`config.mk`:
```
export PLATFORM = sky130hd
export DESIGN_NAME = vcr_pwm_sequencer_flat
export DESIGN_NICKNAME = d
export VERILOG_FILES = /design/src/rtl/vcr_pwm_sequencer_if.sv /design/src/rtl/vcr_pwm_sequencer.sv /design/src/flat_wrapper.sv
export SDC_FILE = /design/constraint.sdc
export NUM_CORES = 1
export LEC_CHECK = 0
export CAP_MARGIN = 20
export CORE_MARGIN = 2
export CORE_UTILIZATION = 45
export CTS_CLUSTER_SIZE = 28
export DETAILED_ROUTE_END_ITERATION = 10
export GPL_TIMING_DRIVEN = 0
export PLACE_DENSITY = 0.75
export SLEW_MARGIN = 10
export SYNTH_ARGS = -nofsm -noshare
export SYNTH_HDL_FRONTEND = slang
export SYNTH_SLANG_ARGS = --single-unit
export TNS_END_PERCENT = 50
```
`constraint.sdc`:
```
create_clock -name clk -period 7.15 [get_ports clk]
set_input_delay 0.715 -clock clk [delete_from_list [all_inputs] [get_ports clk]]
set_output_delay 0.715 -clock clk [all_outputs]
set_load 0.01 [all_outputs]
```
`src/rtl/vcr_pwm_sequencer_if.sv`:
```
// Control/status bundle between a host and vcr_pwm_sequencer.
// The master drives the duty, enable and comparator inputs; the slave (the sequencer) drives the PWM and mux outputs.
interface vcr_pwm_sequencer_if;
  logic       ena;
  logic [7:0] duty_in;
  logic       duty_ld;
  logic       comp_in;
  logic       fault_clr;
  logic       led_en;
  logic [1:0] mux_sel;
  logic       latch_s;
  logic       fault;
  logic [1:0] state_o;

  modport master (
    output ena, duty_in, duty_ld, comp_in, fault_clr,
    input  led_en, mux_sel, latch_s, fault, state_o
  );

  modport slave (
    input  ena, duty_in, duty_ld, comp_in, fault_clr,
    output led_en, mux_sel, latch_s, fault, state_o
  );
endinterface

```
`src/rtl/vcr_pwm_sequencer.sv`:
```
// LED PWM sequencer with debounced overcurrent trip, analog mux stepping and fault handling.
// Define VCR_FAULT_LATCH_EN to make FAULT sticky until fault_clr; otherwise it auto-retries after RETRY_CYCLES.
module vcr_pwm_sequencer #(
  parameter int DEBOUNCE_LEN = 4,
  parameter int RETRY_CYCLES = 1024
) (
  input  logic                  clk,
  input  logic                  rst_n,
  vcr_pwm_sequencer_if.slave    bus
);

  typedef enum logic [1:0] {
    ST_IDLE  = 2'd0,
    ST_RUN   = 2'd1,
    ST_FAULT = 2'd2
  } state_t;

  state_t      r_state, w_state_next;
  logic        r_sync1, r_sync2;
  logic [3:0]  r_db_cnt, w_db_cnt_next;
  logic [7:0]  r_shadow, w_shadow_next;
  logic [7:0]  r_active, w_active_next;
  logic [7:0]  r_pwm_cnt, w_pwm_cnt_next;
  logic [1:0]  r_mux_sel, w_mux_sel_next;
  logic        r_led_en, w_led_en_next;
  logic        r_latch_s, w_latch_s_next;
  logic [15:0] r_dwell, w_dwell_next;
  logic        w_comp_db;

`ifndef VCR_FAULT_LATCH_EN
  logic w_unused_fault_clr;
  assign w_unused_fault_clr = bus.fault_clr;
`endif

  always_ff @(posedge clk or negedge rst_n) begin
    if (!rst_n) begin
      r_state   <= ST_IDLE;
      r_sync1   <= 1'b0;
      r_sync2   <= 1'b0;
      r_db_cnt  <= '0;
      r_shadow  <= '0;
      r_active  <= '0;
      r_pwm_cnt <= '0;
      r_mux_sel <= '0;
      r_led_en  <= 1'b0;
      r_latch_s <= 1'b0;
      r_dwell   <= '0;
    end else begin
      r_state   <= w_state_next;
      r_sync1   <= bus.comp_in;
      r_sync2   <= r_sync1;
      r_db_cnt  <= w_db_cnt_next;
      r_shadow  <= w_shadow_next;
      r_active  <= w_active_next;
      r_pwm_cnt <= w_pwm_cnt_next;
      r_mux_sel <= w_mux_sel_next;
      r_led_en  <= w_led_en_next;
      r_latch_s <= w_latch_s_next;
      r_dwell   <= w_dwell_next;
    end
  end

  // Consecutive-high counter saturates so comp_db stays asserted while the comparator holds.
  always_comb begin
    w_db_cnt_next = '0;
    if (r_sync2) begin
      w_db_cnt_next = (r_db_cnt == 4'(DEBOUNCE_LEN)) ? r_db_cnt : r_db_cnt + 4'd1;
    end
  end

  assign w_comp_db     = (r_db_cnt == 4'(DEBOUNCE_LEN));
  assign w_shadow_next = bus.duty_ld ? bus.duty_in : r_shadow;

  always_comb begin
    w_state_next   = r_state;
    w_pwm_cnt_next = r_pwm_cnt;
    w_active_next  = r_active;
    w_mux_sel_next = r_mux_sel;
    w_led_en_next  = 1'b0;
    w_latch_s_next = 1'b0;
    w_dwell_next   = r_dwell;

    if (!bus.ena) begin
      w_state_next   = ST_IDLE;
      w_pwm_cnt_next = '0;
      w_mux_sel_next = '0;
      w_dwell_next   = '0;
    end else begin
      case (r_state)
        ST_IDLE: begin
          w_state_next   = ST_RUN;
          w_pwm_cnt_next = '0;
          w_mux_sel_next = '0;
          w_active_next  = r_shadow;
          w_dwell_next   = '0;
        end
        ST_RUN: begin
          if (w_comp_db) begin
            w_state_next   = ST_FAULT;
            w_latch_s_next = 1'b1;
            w_dwell_next   = '0;
          end else begin
            w_pwm_cnt_next = r_pwm_cnt + 8'd1;
            w_led_en_next  = (r_pwm_cnt < r_active);
            // Old shadow goes active at the wrap, so a coincident duty_ld lands one period later.
            if (r_pwm_cnt == 8'hFF) begin
              w_active_next  = r_shadow;
              w_mux_sel_next = r_mux_sel + 2'd1;
            end
          end
        end
        ST_FAULT: begin
`ifdef VCR_FAULT_LATCH_EN
          if (bus.fault_clr && !w_comp_db) begin
            w_state_next   = ST_RUN;
            w_pwm_cnt_next = '0;
            w_active_next  = r_shadow;
          end
`else
          if (r_dwell == 16'(RETRY_CYCLES - 1)) begin
            w_state_next   = ST_RUN;
            w_pwm_cnt_next = '0;
            w_active_next  = r_shadow;
            w_dwell_next   = '0;
          end else begin
            w_dwell_next = r_dwell + 16'd1;
          end
`endif
        end
        default: w_state_next = ST_IDLE;
      endcase
    end
  end

  assign bus.led_en  = r_led_en;
  assign bus.mux_sel = r_mux_sel;
  assign bus.latch_s = r_latch_s;
  assign bus.fault   = (r_state == ST_FAULT);
  assign bus.state_o = r_state;

endmodule

```
`src/flat_wrapper.sv`:
```
// flat-port wrapper written by rule: the top's interface ports become plain ports
module vcr_pwm_sequencer_flat 
#(
  parameter int DEBOUNCE_LEN = 4,
  parameter int RETRY_CYCLES = 1024
)
  (clk, rst_n, bus_ena, bus_duty_in, bus_duty_ld, bus_comp_in, bus_fault_clr, bus_led_en, bus_mux_sel, bus_latch_s, bus_fault, bus_state_o);
  vcr_pwm_sequencer_if bus_i ();
  input  logic clk;
  input  logic rst_n;
  input wire logic [$bits(bus_i.ena)-1:0] bus_ena;
  input wire logic [$bits(bus_i.duty_in)-1:0] bus_duty_in;
  input wire logic [$bits(bus_i.duty_ld)-1:0] bus_duty_ld;
  input wire logic [$bits(bus_i.comp_in)-1:0] bus_comp_in;
  input wire logic [$bits(bus_i.fault_clr)-1:0] bus_fault_clr;
  output wire logic [$bits(bus_i.led_en)-1:0] bus_led_en;
  output wire logic [$bits(bus_i.mux_sel)-1:0] bus_mux_sel;
  output wire logic [$bits(bus_i.latch_s)-1:0] bus_latch_s;
  output wire logic [$bits(bus_i.fault)-1:0] bus_fault;
  output wire logic [$bits(bus_i.state_o)-1:0] bus_state_o;
  assign bus_i.ena = bus_ena;
  assign bus_i.duty_in = bus_duty_in;
  assign bus_i.duty_ld = bus_duty_ld;
  assign bus_i.comp_in = bus_comp_in;
  assign bus_i.fault_clr = bus_fault_clr;
  assign bus_led_en = bus_i.led_en;
  assign bus_mux_sel = bus_i.mux_sel;
  assign bus_latch_s = bus_i.latch_s;
  assign bus_fault = bus_i.fault;
  assign bus_state_o = bus_i.state_o;
  vcr_pwm_sequencer #(.DEBOUNCE_LEN(DEBOUNCE_LEN), .RETRY_CYCLES(RETRY_CYCLES)) u_core (.clk(clk), .rst_n(rst_n), .bus(bus_i));
endmodule
```
-- Word level (Yosys, flattened, before mapping)
Cells that the tools add are included.
- output and inout port bits: 7
- bits of input ports: 14
- logic and storage cells: 66
- register bits: 52
- $lt $le $gt $ge: 1
- add/sub/neg operators: 4
- mux-type cells: 28
- reductions and logical operators: 7
- equality and inequality tests: 15
- operators with widths (cell ; count):
    16-bit two-way mux ; 3
    8-bit two-way mux ; 6
    16-bit case mux with 3 select lines ; 1
    8-bit case mux with 3 select lines ; 2
    16-bit by 1-bit adder with 16-bit output, second input constant ; 1
    16-bit by 10-bit equality test with 1-bit output, second input constant ; 1
    2-bit two-way mux ; 6
    3-bit by 2-bit inequality test with 1-bit output, second input constant ; 3
    8-bit by 1-bit adder with 8-bit output, second input constant ; 1
    8-bit equality test, second input constant ; 1
    8-bit less-than comparator ; 1
    4-bit two-way mux ; 2
    1-bit two-way mux ; 6
    2-bit case mux with 3 select lines ; 1
    3-bit AND reduction ; 2
    5-bit AND reduction ; 1
    4-bit by 1-bit adder with 4-bit output, second input constant ; 1
    4-bit by 3-bit equality test with 1-bit output, second input constant ; 1
    2-bit by 1-bit inequality test with 1-bit output, second input constant ; 2
    2-bit inequality test, second input constant ; 2
    4-bit by 1-bit inequality test with 1-bit output, second input constant ; 1
    2-bit case mux with 2 select lines ; 1
    2-bit AND reduction ; 2
    3-bit by 1-bit inequality test with 1-bit output, second input constant ; 1
    6 further kinds ; 6

-- Depth between registers and ports, before layout
- word-level depth: 5
- mapped depth: 9
- gate-level depth less buffers: 7

-- Worst setup path after synthesis
Ideal clock, no wire load.
- path kind: reg-to-reg
- from: reg u_core.r_db_cnt[0]
- to: reg u_core.r_active[0]
- setup slack: 4836 ps
- buffers on the path: 2
- clock period less this slack: 2314 ps
- cell stages (with the launch flop): 10
- data arrival time: 2189 ps
- data required time: 7025 ps
- setup time: 125 ps
- cell sequence: dfrtp_1 -> inv_1 -> ha_1 -> and3b_1 -> buf_6 -> or4_4 -> a21oi_2 -> a21o_1 -> buf_6 -> mux2_4
- cells in the longest elaborated chain, start to end: 3
- RTL lines (what ; RTL line ; RTL):
    start: declaration ; vcr_pwm_sequencer.sv:20 ; logic [3:0] r_db_cnt, w_db_cnt_next;
    start signal: assignment ; vcr_pwm_sequencer.sv:52 ; r_db_cnt <= w_db_cnt_next;
    4-bit by 3-bit equality test with 1-bit output ; vcr_pwm_sequencer.sv:71 ; assign w_comp_db = (r_db_cnt == 4'(DEBOUNCE_LEN));
    2-bit inequality test (no line) ; - ;
    5-bit AND reduction (no line) ; - ;
    end signal: assignment ; vcr_pwm_sequencer.sv:54 ; r_active <= w_active_next;
    end: declaration ; vcr_pwm_sequencer.sv:22 ; logic [7:0] r_active, w_active_next;
Every way passes these cells.
A chain may end at the register's enable or synchronous reset.

-- Worst setup path in the final report
- from: in bus_ena
- to: reg u_core.r_dwell[11]
- cells in the longest elaborated chain, start to end: 2
- elaborated cells on any way between the ends: 4
- those cells by class: eq/ne: 2; mux: 1; reduce/logical: 1
- RTL lines (what ; RTL line ; RTL):
    start: declaration ; flat_wrapper.sv:11 ; input wire logic [$bits(bus_i.ena)-1:0] bus_ena;
    4-bit by 1-bit inequality test with 1-bit output (no line) or 3-bit by 2-bit inequality test with 1-bit output (tied branches) ; - ;
    2-bit AND reduction (no line) ; - ;
    end signal: assignment ; vcr_pwm_sequencer.sv:59 ; r_dwell <= w_dwell_next;
    end: declaration ; vcr_pwm_sequencer.sv:27 ; logic [15:0] r_dwell, w_dwell_next;
Parallel ways exist; a longest one is shown, timed or not.

==> summary.md <==
| Metric | Value |
|---|---|
| Library cell occupying the most area in the post-synthesis netlist | dfrtp_1 |
| Post-place setup slack | 4.24 ns |
| GRT Residual Overflow | 0 |
| Sum of negative setup slack | 0 ns |
| Wire length of the first global-routing pass | 8240 um |
| Initial Utilization | 0.473 |
| RSZ-0062 raised after global routing | false |
| R2r worst-path depth | 9 |
| Power per Cell Area | 191 nW/um2 |
| Adder-cell area share of the yosys netlist | 0.0519 |
| HP Class | in -> async |
| Number of global-route vias before repair | 1806 |
| R2R Setup Slk | 4.62 ns |
| Proportion of layout cells with a drive suffix above 1 | 0.120 |
| Capture instance of the worst register-to-register path | u_core.r_active[4] |
| Number of failing hold endpoints at the final stage | 0 |
| Final Setup Violations | 0 |
| CORE AREA | 5610 um2 |
| Ys flop type | dfrtp_1 |
| Compound-cell area share of the yosys netlist | 0.138 |
| Total iterations of the first detailed-routing run | 4 |
| Highest clock frequency the design can meet | 0.377 GHz |
| Slowest cell delay on critical path | 0.84 ns |
| Final Max Slew Viols | 0 |
| Non-filler cells in the finished layout | 355 |
| Data required time at the worst endpoint | 7.35 ns |
| Dominant combinational cell family by area after synthesis | simple AND/OR/NAND/NOR gates |
| Fraction of the cycle the final worst path needs | 0.371 |
| Stages on worst setup path | 7 |
| Number of levels in the clock H-tree | 2 |
| Largest net degree at the start of global routing | 32 |
| Total design power | 0.581 mW |
| Initial antenna violation count | 0 |
| Count of flip-flops with a built-in enable after synthesis | 0 |
| Number of nets at the end of the flow | 307 |
| Overall die area | 6520 um2 |
| Setup bufs post-CTS | 0 |
| Via count of the routed design | 1944 |
| Worst-path cell with the longest stage delay | a2111oi_1 |
| Clock root buffer | clkbuf_8 |
| Global router's overall resource usage | 0.161 |
| Reported leakage power | 1.37 nW |
| Vias per cell | 5.48 |
| Top fanout value on the critical path | 7 |
| Avg Synthesized Cell Area | 10.4 um2 |
| Num CTS Buffers | 5 |
| Result of the run | finished clean |
| Post-Route Skew | 0.0120 ns |
| Shortest clock period the worst path allows after layout | 2.65 ns |
| Series of cell instances along the critical path | clkdlybuf4s50_1 -> and2_1 -> clkbuf_1 -> a2111oi_1 -> nand4_1 -> xor2_1 -> nor2_1 |
| Share of Yosys cell area claimed by the top area cell type | 0.491 |
| Library cells used by synthesis | 45 |
| Minimum setup slack in the final design | 4.50 ns |
| Post-Syn Nets | 281 |
| Final HPWL from detailed placement | 3400 um |
| Insertion delay to the later sink of the worst-skew pair | 0.31 ns |
| Source of the worst register-to-register timing path | u_core.r_db_cnt[0] |
| Startpoint class of the critical path | input pin |
| Arr. time, crit path | 2.85 ns |
| Detail-routed net length per standard cell | 13.2 um |
| Port-buffer cells | 18 |
| DRC violation count after routing | 0 |
| P&R area growth vs syn | 14.4% |
| Cell class contributing the biggest share of worst-path delay | compound AO/OA/AOI/OAI gates |
| Max Cap Viol | 0 |
| Cell area after synthesis | 2650 um2 |
| Clock tree from TritonCTS | built |
| Detailed Route WL | 4670 um |
| Die Y-Extent | 80.8 um |
| Async set or reset register ratio after synthesis | 1.00 |
| Number of placed instances, taps included | 347 |
| Slew @ Worst Pin | 0.933 ns |
| Simple-gate share of the synthesized area | 0.183 |
| Clock slew at the register clock pins of the worst setup and hold paths | 0.10 ns |
| Nature of the critical path endpoint | register |
| Path type of the worst setup path | in -> reg |
| Sequential share of the synthesized area | 0.491 |
| Antenna diode count | 0 |
| Horizontal die dimension | 80.8 um |
| Worst VDD drop | 143 uV |
| Area share of xor/xnor cells in the synthesized design | 0.0165 |
| Buffering stage count on the worst path with inverters included | 2 |
| Violation count after the first detailed-route iteration | 205 |
| # resized after CTS | 0 |
| Cell types occupying the most area after synthesis | dfrtp_1 (49%), ha_1 (5.2%), mux2_4 (4.5%) |
| TritonCTS sink count | 52 |
| Std cell rows | 27 |
| Seq cells post-synth | 52 |
| Relative slew margins | 0.376 |
| Number of instances in the synthesized netlist | 256 |
| Multiplexer area fraction after synthesis | 0.0835 |
| CTS Hold Bufs | 0 |
| Number of routed nets with antenna violations | 0 |
| Number of placed I/O pins | 21 |
| Count of warnings emitted by yosys | 0 |
| Gp weighted congestion | 0.864 |
| Largest buffer count on any clock path | 2 |
==> where the power goes <==
part           total, mW  switching, mW  internal (mW)
Combinational     0.0771         0.0338         0.0433
Sequential         0.326         0.0132          0.313
Clock              0.178         0.0985         0.0793
==> per-layer routing <==
metal	routed length (um)	vias to the layer above	GRT usage
met5	0	-	0
met1	2280	929	0.214
li1	-	972	-
met2	2140	37	0.268
met3	184	6	0.0344
met4	59	0	0.0458
==> per-stage QoR <==
step                      utilization  cell area, um2  hold WS [ns]
final                           0.541            3030         0.350
after detailed placement        0.524            2940         0.351
after global routing            0.541            3030         0.380
after CTS                       0.541            3030         0.367
after floorplan                     -            2650         0.331
after global placement          0.521            2920         0.334
==> logic make-up after synthesis <==
logic type | after synthesis
compound gates | 58
xor+xnor | 5
fa+ha+maj | 11
buf+inv | 21
flops | 52
mux | 17
simple gates | 92
==> cells in the final DEF, fill, tap and decap left out, types with 9 or more instances in the layout <==
cell / netlist / final
clkdlybuf4s50_1: 0 / 17
dfrtp_1: 52 / 52
ha_1: 11 / 11
inv_1: 12 / 12
mux2_2: 9 / 9
nand2_1: 25 / 25
nand3_1: 12 / 12
nor2_1: 16 / 16
nor3_1: 9 / 9
o21ai_0: 20 / 20
==> layout make-up <==
class / count / area [um2]
clock buffer: 6 / 82.6
buffer: 9 / 51.3
inverter: 12 / 45.0
sequential: 52 / 1300
clock inverter: 2 / 13.8
timing repair buffer: 19 / 195
multi-input combinational: 183 / 1250
fill: 514 / 2570
tap: 72 / 90.1
==> state kept, by name (all words and copies together) (netlist names) <==
register            cells
u_core.bus.latch_s      1
u_core.bus.led_en       1
u_core.bus.mux_sel      2
u_core.bus.state_o      2
u_core.r_active         8
u_core.r_db_cnt         4
u_core.r_dwell         16
u_core.r_pwm_cnt        8
u_core.r_shadow         8
u_core.r_sync1          1
u_core.r_sync2          1
==> Yosys cell counts (all sizes together) (2+ instances only) <==
master / instances
clkbuf: 5
a31oi: 8
nor3: 9
nor4: 2
mux2: 17
dfrtp: 52
ha: 11
or4: 3
a21boi: 2
and3: 2
nor3b: 2
inv: 12
nand2: 25
xor2: 4
a21oi: 9
and2: 3
nor2: 16
a41oi: 2
nand2b: 5
a22o: 3
nand3: 12
buf: 4
o21ai: 21
nand4: 4
nor2b: 4
a21o: 7
==> how the worst max path moves through the flow <==
stage,start,endpoint
floorplan,u_core.r_db_cnt[0],u_core.r_active[0]
detailed placement,bus_ena,u_core.r_dwell[11]
finish,bus_ena,u_core.r_dwell[11]
global placement,rst_n,u_core.r_shadow[0]
CTS,bus_ena,u_core.r_dwell[11]
global route,bus_ena,u_core.r_dwell[11]
==> worst reg2reg max path, stage by stage (launching register included) <==
cell and delay (ns):
dfrtp_1 0.42, inv_1 0.06, ha_1 0.24, and3b_1 0.21
buf_6 0.13, or4_4 0.58, a21oi_2 0.17, a21o_1 0.13
buf_6 0.17, mux2_4 0.31
Power figures use the tool's default switching activity.
